`src/rtl/tile_port_arbiter.sv`:
```
// tile_port_arbiter: packet-level round-robin arbiter for one tile output
// direction. A grant is held until the granted source's last beat, and then
// priority rotates. A 1-deep register stage drives the neighbour link.
module tile_port_arbiter #(
  parameter int unsigned DATA_WIDTH = 32,
  parameter int unsigned NUM_REQ    = 3
) (
  input  logic                            clock,
  input  logic                            reset,
  input  logic                            enable,
  input  logic [NUM_REQ-1:0]              req_valid,
  input  logic [NUM_REQ*DATA_WIDTH-1:0]   req_data,
  input  logic [NUM_REQ-1:0]              req_last,
  output logic [NUM_REQ-1:0]              req_ready,
  output logic                            out_valid,
  output logic [DATA_WIDTH-1:0]           out_data,
  output logic                            out_last,
  input  logic                            out_ready,
  output logic [$clog2(NUM_REQ)-1:0]      grant_id,
  output logic                            busy,
  output logic [15:0]                     beat_count
);

  localparam int unsigned GW       = $clog2(NUM_REQ);
  localparam int unsigned CW       = 16;
  localparam logic [GW-1:0] LAST_IDX = GW'(NUM_REQ - 1);
  localparam logic [CW-1:0] CNT_MAX  = {CW{1'b1}};

  typedef enum logic {
    IDLE   = 1'b0,
    LOCKED = 1'b1
  } state_t;

  state_t                  state;
  logic [GW-1:0]           rr_ptr;
  logic                    can_load;
  logic                    accept;
  logic                    pick_found;
  logic [GW-1:0]           pick_idx;
  logic                    hi_found;
  logic [GW-1:0]           hi_idx;
  logic                    grant_valid;
  logic                    grant_last;
  logic [DATA_WIDTH-1:0]   grant_data;

  // Output register can take a new beat when it is empty or draining this cycle.
  assign can_load = !out_valid || out_ready;

  // Round-robin search: first valid index at or above rr_ptr, else wrap to the lowest valid.
  always_comb begin
    pick_found = 1'b0;
    pick_idx   = '0;
    hi_found   = 1'b0;
    hi_idx     = '0;
    for (int unsigned i = 0; i < NUM_REQ; i++) begin
      if (req_valid[i] && !pick_found) begin
        pick_found = 1'b1;
        pick_idx   = GW'(i);
      end
      if (req_valid[i] && (GW'(i) >= rr_ptr) && !hi_found) begin
        hi_found = 1'b1;
        hi_idx   = GW'(i);
      end
    end
    if (hi_found) begin
      pick_idx = hi_idx;
    end
  end

  // Select the granted source and decode its ready; every other source sees ready low.
  always_comb begin
    grant_valid = 1'b0;
    grant_last  = 1'b0;
    grant_data  = '0;
    req_ready   = '0;
    for (int unsigned i = 0; i < NUM_REQ; i++) begin
      if (GW'(i) == grant_id) begin
        grant_valid  = req_valid[i];
        grant_last   = req_last[i];
        grant_data   = req_data[i*DATA_WIDTH +: DATA_WIDTH];
        req_ready[i] = (state == LOCKED) && can_load;
      end
    end
  end

  assign accept = (state == LOCKED) && grant_valid && can_load;

  // Arbitration FSM: grant in IDLE, hold the lock until the last beat is accepted.
  always_ff @(posedge clock) begin
    if (reset) begin
      state    <= IDLE;
      rr_ptr   <= '0;
      grant_id <= '0;
      busy     <= 1'b0;
    end else begin
      case (state)
        IDLE: begin
          if (enable && pick_found) begin
            state    <= LOCKED;
            grant_id <= pick_idx;
            busy     <= 1'b1;
          end
        end
        LOCKED: begin
          if (accept && grant_last) begin
            state  <= IDLE;
            busy   <= 1'b0;
            rr_ptr <= (grant_id == LAST_IDX) ? '0 : grant_id + GW'(1);
          end
        end
        default: begin
          state <= IDLE;
          busy  <= 1'b0;
        end
      endcase
    end
  end

  // Output stage: load on accept, otherwise empty once the neighbour takes the beat.
  always_ff @(posedge clock) begin
    if (reset) begin
      out_valid <= 1'b0;
      out_data  <= '0;
      out_last  <= 1'b0;
    end else if (accept) begin
      out_valid <= 1'b1;
      out_data  <= grant_data;
      out_last  <= grant_last;
    end else if (out_valid && out_ready) begin
      out_valid <= 1'b0;
    end
  end

  // Saturating count of neighbour handshakes.
  always_ff @(posedge clock) begin
    if (reset) begin
      beat_count <= '0;
    end else if (out_valid && out_ready && (beat_count != CNT_MAX)) begin
      beat_count <= beat_count + CW'(1);
    end
  end

endmodule

```
`config.mk`:
```
export PLATFORM = sky130hd
export DESIGN_NAME = tile_port_arbiter
export DESIGN_NICKNAME = d
export VERILOG_FILES = /design/src/rtl/tile_port_arbiter.sv
export SDC_FILE = /design/constraint.sdc
export NUM_CORES = 1
export LEC_CHECK = 0
export CELL_PAD_IN_SITES_DETAIL_PLACEMENT = 1
export CELL_PAD_IN_SITES_GLOBAL_PLACEMENT = 1
export CORE_MARGIN = 4
export CORE_UTILIZATION = 28
export CTS_BUF_LIST = sky130_fd_sc_hd__clkbuf_8 sky130_fd_sc_hd__clkbuf_16
export DETAILED_ROUTE_END_ITERATION = 10
export GPL_ROUTABILITY_DRIVEN = 0
export HOLD_SLACK_MARGIN = 0.06
export PLACE_DENSITY_LB_ADDON = 0.1
export SETUP_SLACK_MARGIN = 0.3
export SYNTH_ARGS = -nofsm -noshare
export SYNTH_HDL_FRONTEND = slang
export SYNTH_SLANG_ARGS = --single-unit
```
`constraint.sdc`:
```
create_clock -name clock -period 1.8 [get_ports clock]
set_input_delay 0.36 -clock clock [delete_from_list [all_inputs] [get_ports clock]]
set_output_delay 0.36 -clock clock [all_outputs]
set_load 0.005 [all_outputs]
```
==> run_summary.xml <==
<?xml version="1.0" encoding="UTF-8"?>
<metrics>
  <group name="drt">
    <metric name="routed.top_layer" unit="">met4</metric>
    <metric name="drt_first_pass_iters" unit="">4</metric>
    <metric name="postRouteWirelength" unit="mm">15.44</metric>
    <metric name="detailroute.wirelength.met3" unit="µm">933</metric>
    <metric name="drt_iter0_markers" unit="">163</metric>
    <metric name="met1_length" unit="mm">6.014</metric>
    <metric name="via_per_inst" unit="">5.282</metric>
    <metric name="drt-wirelength-per-cell" unit="µm">20.67</metric>
    <metric name="remaining_drc_errors" unit="">0</metric>
    <metric name="final_antenna_net_count" unit="">0</metric>
    <metric name="met2RoutedLength" unit="mm">8.291</metric>
    <metric name="route.vias.total" unit="">3946</metric>
  </group>
  <group name="finish">
    <metric name="fin_nets" unit="">713</metric>
    <metric name="area.growth.synth_to_final" unit="%">105.4</metric>
    <metric name="post-route-util" unit="%">58.83</metric>
    <metric name="antenna-diode-count" unit="">0</metric>
    <metric name="post_route_cells_drive_above_1_share" unit="%">35.75</metric>
  </group>
  <group name="synth">
    <metric name="ys.flop_type" unit="">sky130_fd_sc_hd__dfxtp_1</metric>
    <metric name="number_of_enable_type_register_cells_in_the_synthesized_netlist" unit="">0</metric>
    <metric name="postSynthAreaPerCell" unit="µm²">8.216</metric>
    <metric name="synth.net_count" unit="">485</metric>
    <metric name="ys_seq_area_share" unit="%">36.10</metric>
    <metric name="post_synthesis_cell_type_with_the_largest_combined_area" unit="">sky130_fd_sc_hd__dfxtp_1</metric>
    <metric name="yosysUniqueCellTypes" unit="">45</metric>
    <metric name="netlist_top_cells_area" unit="">sky130_fd_sc_hd__dfxtp_1, sky130_fd_sc_hd__a21oi_1, sky130_fd_sc_hd__mux2i_1, sky130_fd_sc_hd__a211oi_1, sky130_fd_sc_hd__nor2_1</metric>
    <metric name="syn-cell-area" unit="µm²">3105</metric>
    <metric name="synth_top_area_share" unit="%">36.10</metric>
    <metric name="ys_seq_elements" unit="">56</metric>
    <metric name="synth_cells" unit="">378</metric>
    <metric name="ys_warn_count" unit="">0</metric>
    <metric name="ys_async_sr_fraction" unit="%">0</metric>
  </group>
  <group name="critical_path">
    <metric name="critPathArrivalTime" unit="ns">1.87</metric>
    <metric name="endpoint_kind" unit="">register</metric>
    <metric name="crit-reg2reg-launch" unit="">grant_id[0]</metric>
    <metric name="cp-start-kind" unit="">register</metric>
    <metric name="cpPeakStageDelay" unit="ns">0.38</metric>
    <metric name="critical_path_required" unit="ns">2.04</metric>
    <metric name="series_of_cell_instances_along_the_critical_path" unit="">buf_12, buf_4, o21ai_4, buf_12, buf_12, buf_4, nand4_1, a21oi_1</metric>
    <metric name="critical_path.startpoint" unit="">grant_id[0]</metric>
    <metric name="critPathKind" unit="">reg2reg</metric>
    <metric name="reg2regPathDepth" unit="">8</metric>
    <metric name="critical_path.slowest_cell" unit="">sky130_fd_sc_hd__dfxtp_4</metric>
    <metric name="max_fo_critical_path" unit="">9</metric>
    <metric name="crit_path_frequent_cell" unit="">sky130_fd_sc_hd__buf_12</metric>
  </group>
  <group name="global_routing">
    <metric name="grt_use_total" unit="%">22.21</metric>
    <metric name="grt_first_pass_wirelength" unit="mm">22.90</metric>
    <metric name="grt_start_max_net_pins" unit="">25</metric>
    <metric name="vias_in_the_first_global_route" unit="">4256</metric>
    <metric name="initial_antenna_violation_count" unit="">0</metric>
    <metric name="grt-ovfl-total" unit="">0</metric>
  </group>
  <group name="worst_hold_path">
    <metric name="hp-start" unit="">reset</metric>
    <metric name="worstHoldPathCells" unit="">2</metric>
    <metric name="worst_hold_path_type" unit="">in2reg</metric>
  </group>
  <group name="sta">
    <metric name="slew_viol_final" unit="">0</metric>
    <metric name="timing.clock.skew" unit="ns">0.005108</metric>
    <metric name="fin_crit" unit="ns">1.627</metric>
    <metric name="finalSetupViolations" unit="">0</metric>
    <metric name="worstMarginPinSlew" unit="ns">0.3721</metric>
    <metric name="report.final.hold_viol_count" unit="">0</metric>
    <metric name="fin_crit_sh" unit="%">90.39</metric>
    <metric name="maxClockFrequency" unit="MHz">614.6</metric>
    <metric name="relative_slew_slack" unit="%">75.19</metric>
    <metric name="fin_setup_tns" unit="ns">0</metric>
    <metric name="rsz0062_at_grt" unit="">yes</metric>
  </group>
  <group name="cts">
    <metric name="tritoncts" unit="">done</metric>
    <metric name="tritoncts_num_sinks" unit="">56</metric>
    <metric name="ctsHoldBuffers" unit="">0</metric>
    <metric name="clock_tree.htree_level_count" unit="">2</metric>
    <metric name="cts_max_path_buffers" unit="">2</metric>
    <metric name="cts.reportedPaths.clkPinSlew" unit="ns">0.10</metric>
    <metric name="clk_root_buffer_cell" unit="">sky130_fd_sc_hd__clkbuf_8</metric>
    <metric name="cts-buffers-inserted" unit="">5</metric>
    <metric name="clkLatencyLatePin" unit="ns">0.31</metric>
  </group>
  <group name="power">
    <metric name="ir_drop" unit="mV">0.3028</metric>
    <metric name="report.power.total" unit="mW">3.150</metric>
    <metric name="power_density" unit="nW/µm²">494.0</metric>
    <metric name="leakage" unit="nW">2.544</metric>
  </group>
  <group name="floorplan">
    <metric name="pin_count" unit="">162</metric>
    <metric name="die_w" unit="µm">113.3</metric>
    <metric name="die_area" unit="µm²">12840</metric>
    <metric name="fp.coreArea" unit="µm²">10840</metric>
    <metric name="dieHeight" unit="µm">113.3</metric>
    <metric name="initial_util" unit="%">28.65</metric>
    <metric name="placementRows" unit="">38</metric>
  </group>
  <group name="status">
    <metric name="outcome" unit="">complete, no violations</metric>
  </group>
  <group name="place">
    <metric name="dp_hpwl" unit="mm">9.265</metric>
    <metric name="io_buffers" unit="">161</metric>
  </group>
  <group name="run">
    <metric name="max_cap_violations" unit="">0</metric>
  </group>
</metrics>
-- report_power, final --
| group | internal [mW] | switching [mW] | total, mW |
|---|---|---|---|
| sequential | 1.29 | 0.0497 | 1.34 |
| combinational | 0.615 | 0.471 | 1.09 |
| clock | 0.305 | 0.419 | 0.724 |
-- flip-flops by register name, summed over array words and instances, names as in the netlist --
name	cells
out_valid	1
grant_id	2
busy	1
state	1
out_data	32
beat_count	16
out_last	1
rr_ptr	2
-- Yosys cell counts (2+ instances only) --
cell                       count
sky130_fd_sc_hd__nor4_1        3
sky130_fd_sc_hd__nand3_1       7
sky130_fd_sc_hd__buf_1         7
sky130_fd_sc_hd__or4_1         3
sky130_fd_sc_hd__nor2_1       46
sky130_fd_sc_hd__clkbuf_1      6
sky130_fd_sc_hd__and4_1        2
sky130_fd_sc_hd__buf_4         3
sky130_fd_sc_hd__a211oi_1     33
sky130_fd_sc_hd__and2_1        2
sky130_fd_sc_hd__mux2i_1      37
sky130_fd_sc_hd__o31ai_1       6
sky130_fd_sc_hd__nand4_1       7
sky130_fd_sc_hd__nor2b_1       7
sky130_fd_sc_hd__a21oi_1      80
sky130_fd_sc_hd__o21ai_0       6
sky130_fd_sc_hd__dfxtp_1      56
sky130_fd_sc_hd__mux2_1        5
sky130_fd_sc_hd__nand2b_1      4
sky130_fd_sc_hd__inv_1         4
sky130_fd_sc_hd__nor3_1        7
sky130_fd_sc_hd__nand2_1      11
sky130_fd_sc_hd__buf_2        12
sky130_fd_sc_hd__and3_1        3
-- worst max-delay path, delay by kind of cell, from the launching register on --
kind / cells / cell delay (ns)
AOI/OAI and AO/OA: 2 / 0.37
DFF: 1 / 0.38
and+or+nand+nor: 1 / 0.11
buffers and inverters: 5 / 0.69
-- cells in the final DEF (no fill, tap or decap), types with 14 or more instances in the layout --
cell and n:
sky130_fd_sc_hd__dfxtp_1 31, sky130_fd_sc_hd__clkdlybuf4s50_1 103, sky130_fd_sc_hd__a211oi_1 15, sky130_fd_sc_hd__dlygate4sd2_1 53
sky130_fd_sc_hd__a21oi_2 22, sky130_fd_sc_hd__nor2_1 43, sky130_fd_sc_hd__a21oi_1 51, sky130_fd_sc_hd__mux2i_1 34
sky130_fd_sc_hd__a211oi_2 18, sky130_fd_sc_hd__dfxtp_2 14, sky130_fd_sc_hd__buf_6 14, sky130_fd_sc_hd__buf_4 54
-- layout make-up --
type / instances / area (µm²)
clock buffer: 6 / 82.58
clock inverter: 2 / 7.507
fill: 1202 / 4463
inverter: 4 / 15.01
multi-input combinational: 289 / 2359
sequential: 56 / 1180
tap: 140 / 175.2
timing repair buffer: 250 / 2559
-- final timing paths --
path                         end  slack (ns)
hold reg to reg   beat_count[15]        0.47
setup / recovery       rr_ptr[1]        0.17
setup reg to reg       rr_ptr[1]        0.17
hold / removal    beat_count[12]        0.44
-- logic make-up (layout without fill, tap and decap cells) --
logic type      count (synthesis)  in the layout  synth area share [%]
simple gates                  111            111                 18.70
compound gates                135            135                 25.99
mux                            42             42                 13.74
flops                          56             56                 36.10
fa+ha+maj                       1              1                0.4028
buf+inv                        33            262                 5.077
-- metal layers --
layer | track usage (%) | vias to the layer above
met2 | 42.06 | 115
li1 | - | 1860
met4 | 3.285 | 0
met1 | 25.60 | 1958
met5 | 0 | -
met3 | 5.455 | 13
-- per-stage QoR --
step	area (µm²)	hold WS, ns	setup WS (ns)	instances
2_1_floorplan	3129	0.4646	0.2461	378
3_3_place_gp	5066	0.4692	-0.4759	684
3_5_place_dp	5066	0.4926	-0.4739	684
4_1_cts	5976	0.4348	0.1813	736
5_1_grt	6377	0.4662	0.1110	747
6_report	6377	0.4434	0.1730	747
-- repair_timing --
| item | in CTS | in global routing |
|---|---|---|
| cloned | 7 | 1 |
| pin swaps | 48 | 30 |
| resized for setup | 173 | 70 |
| buffers inserted | 37 | 10 |
| setup endpoints to repair | 109 | 59 |
| endpoints found under the hold margin | 0 | 0 |
No activity file was read; power rests on OpenSTA's default activity.
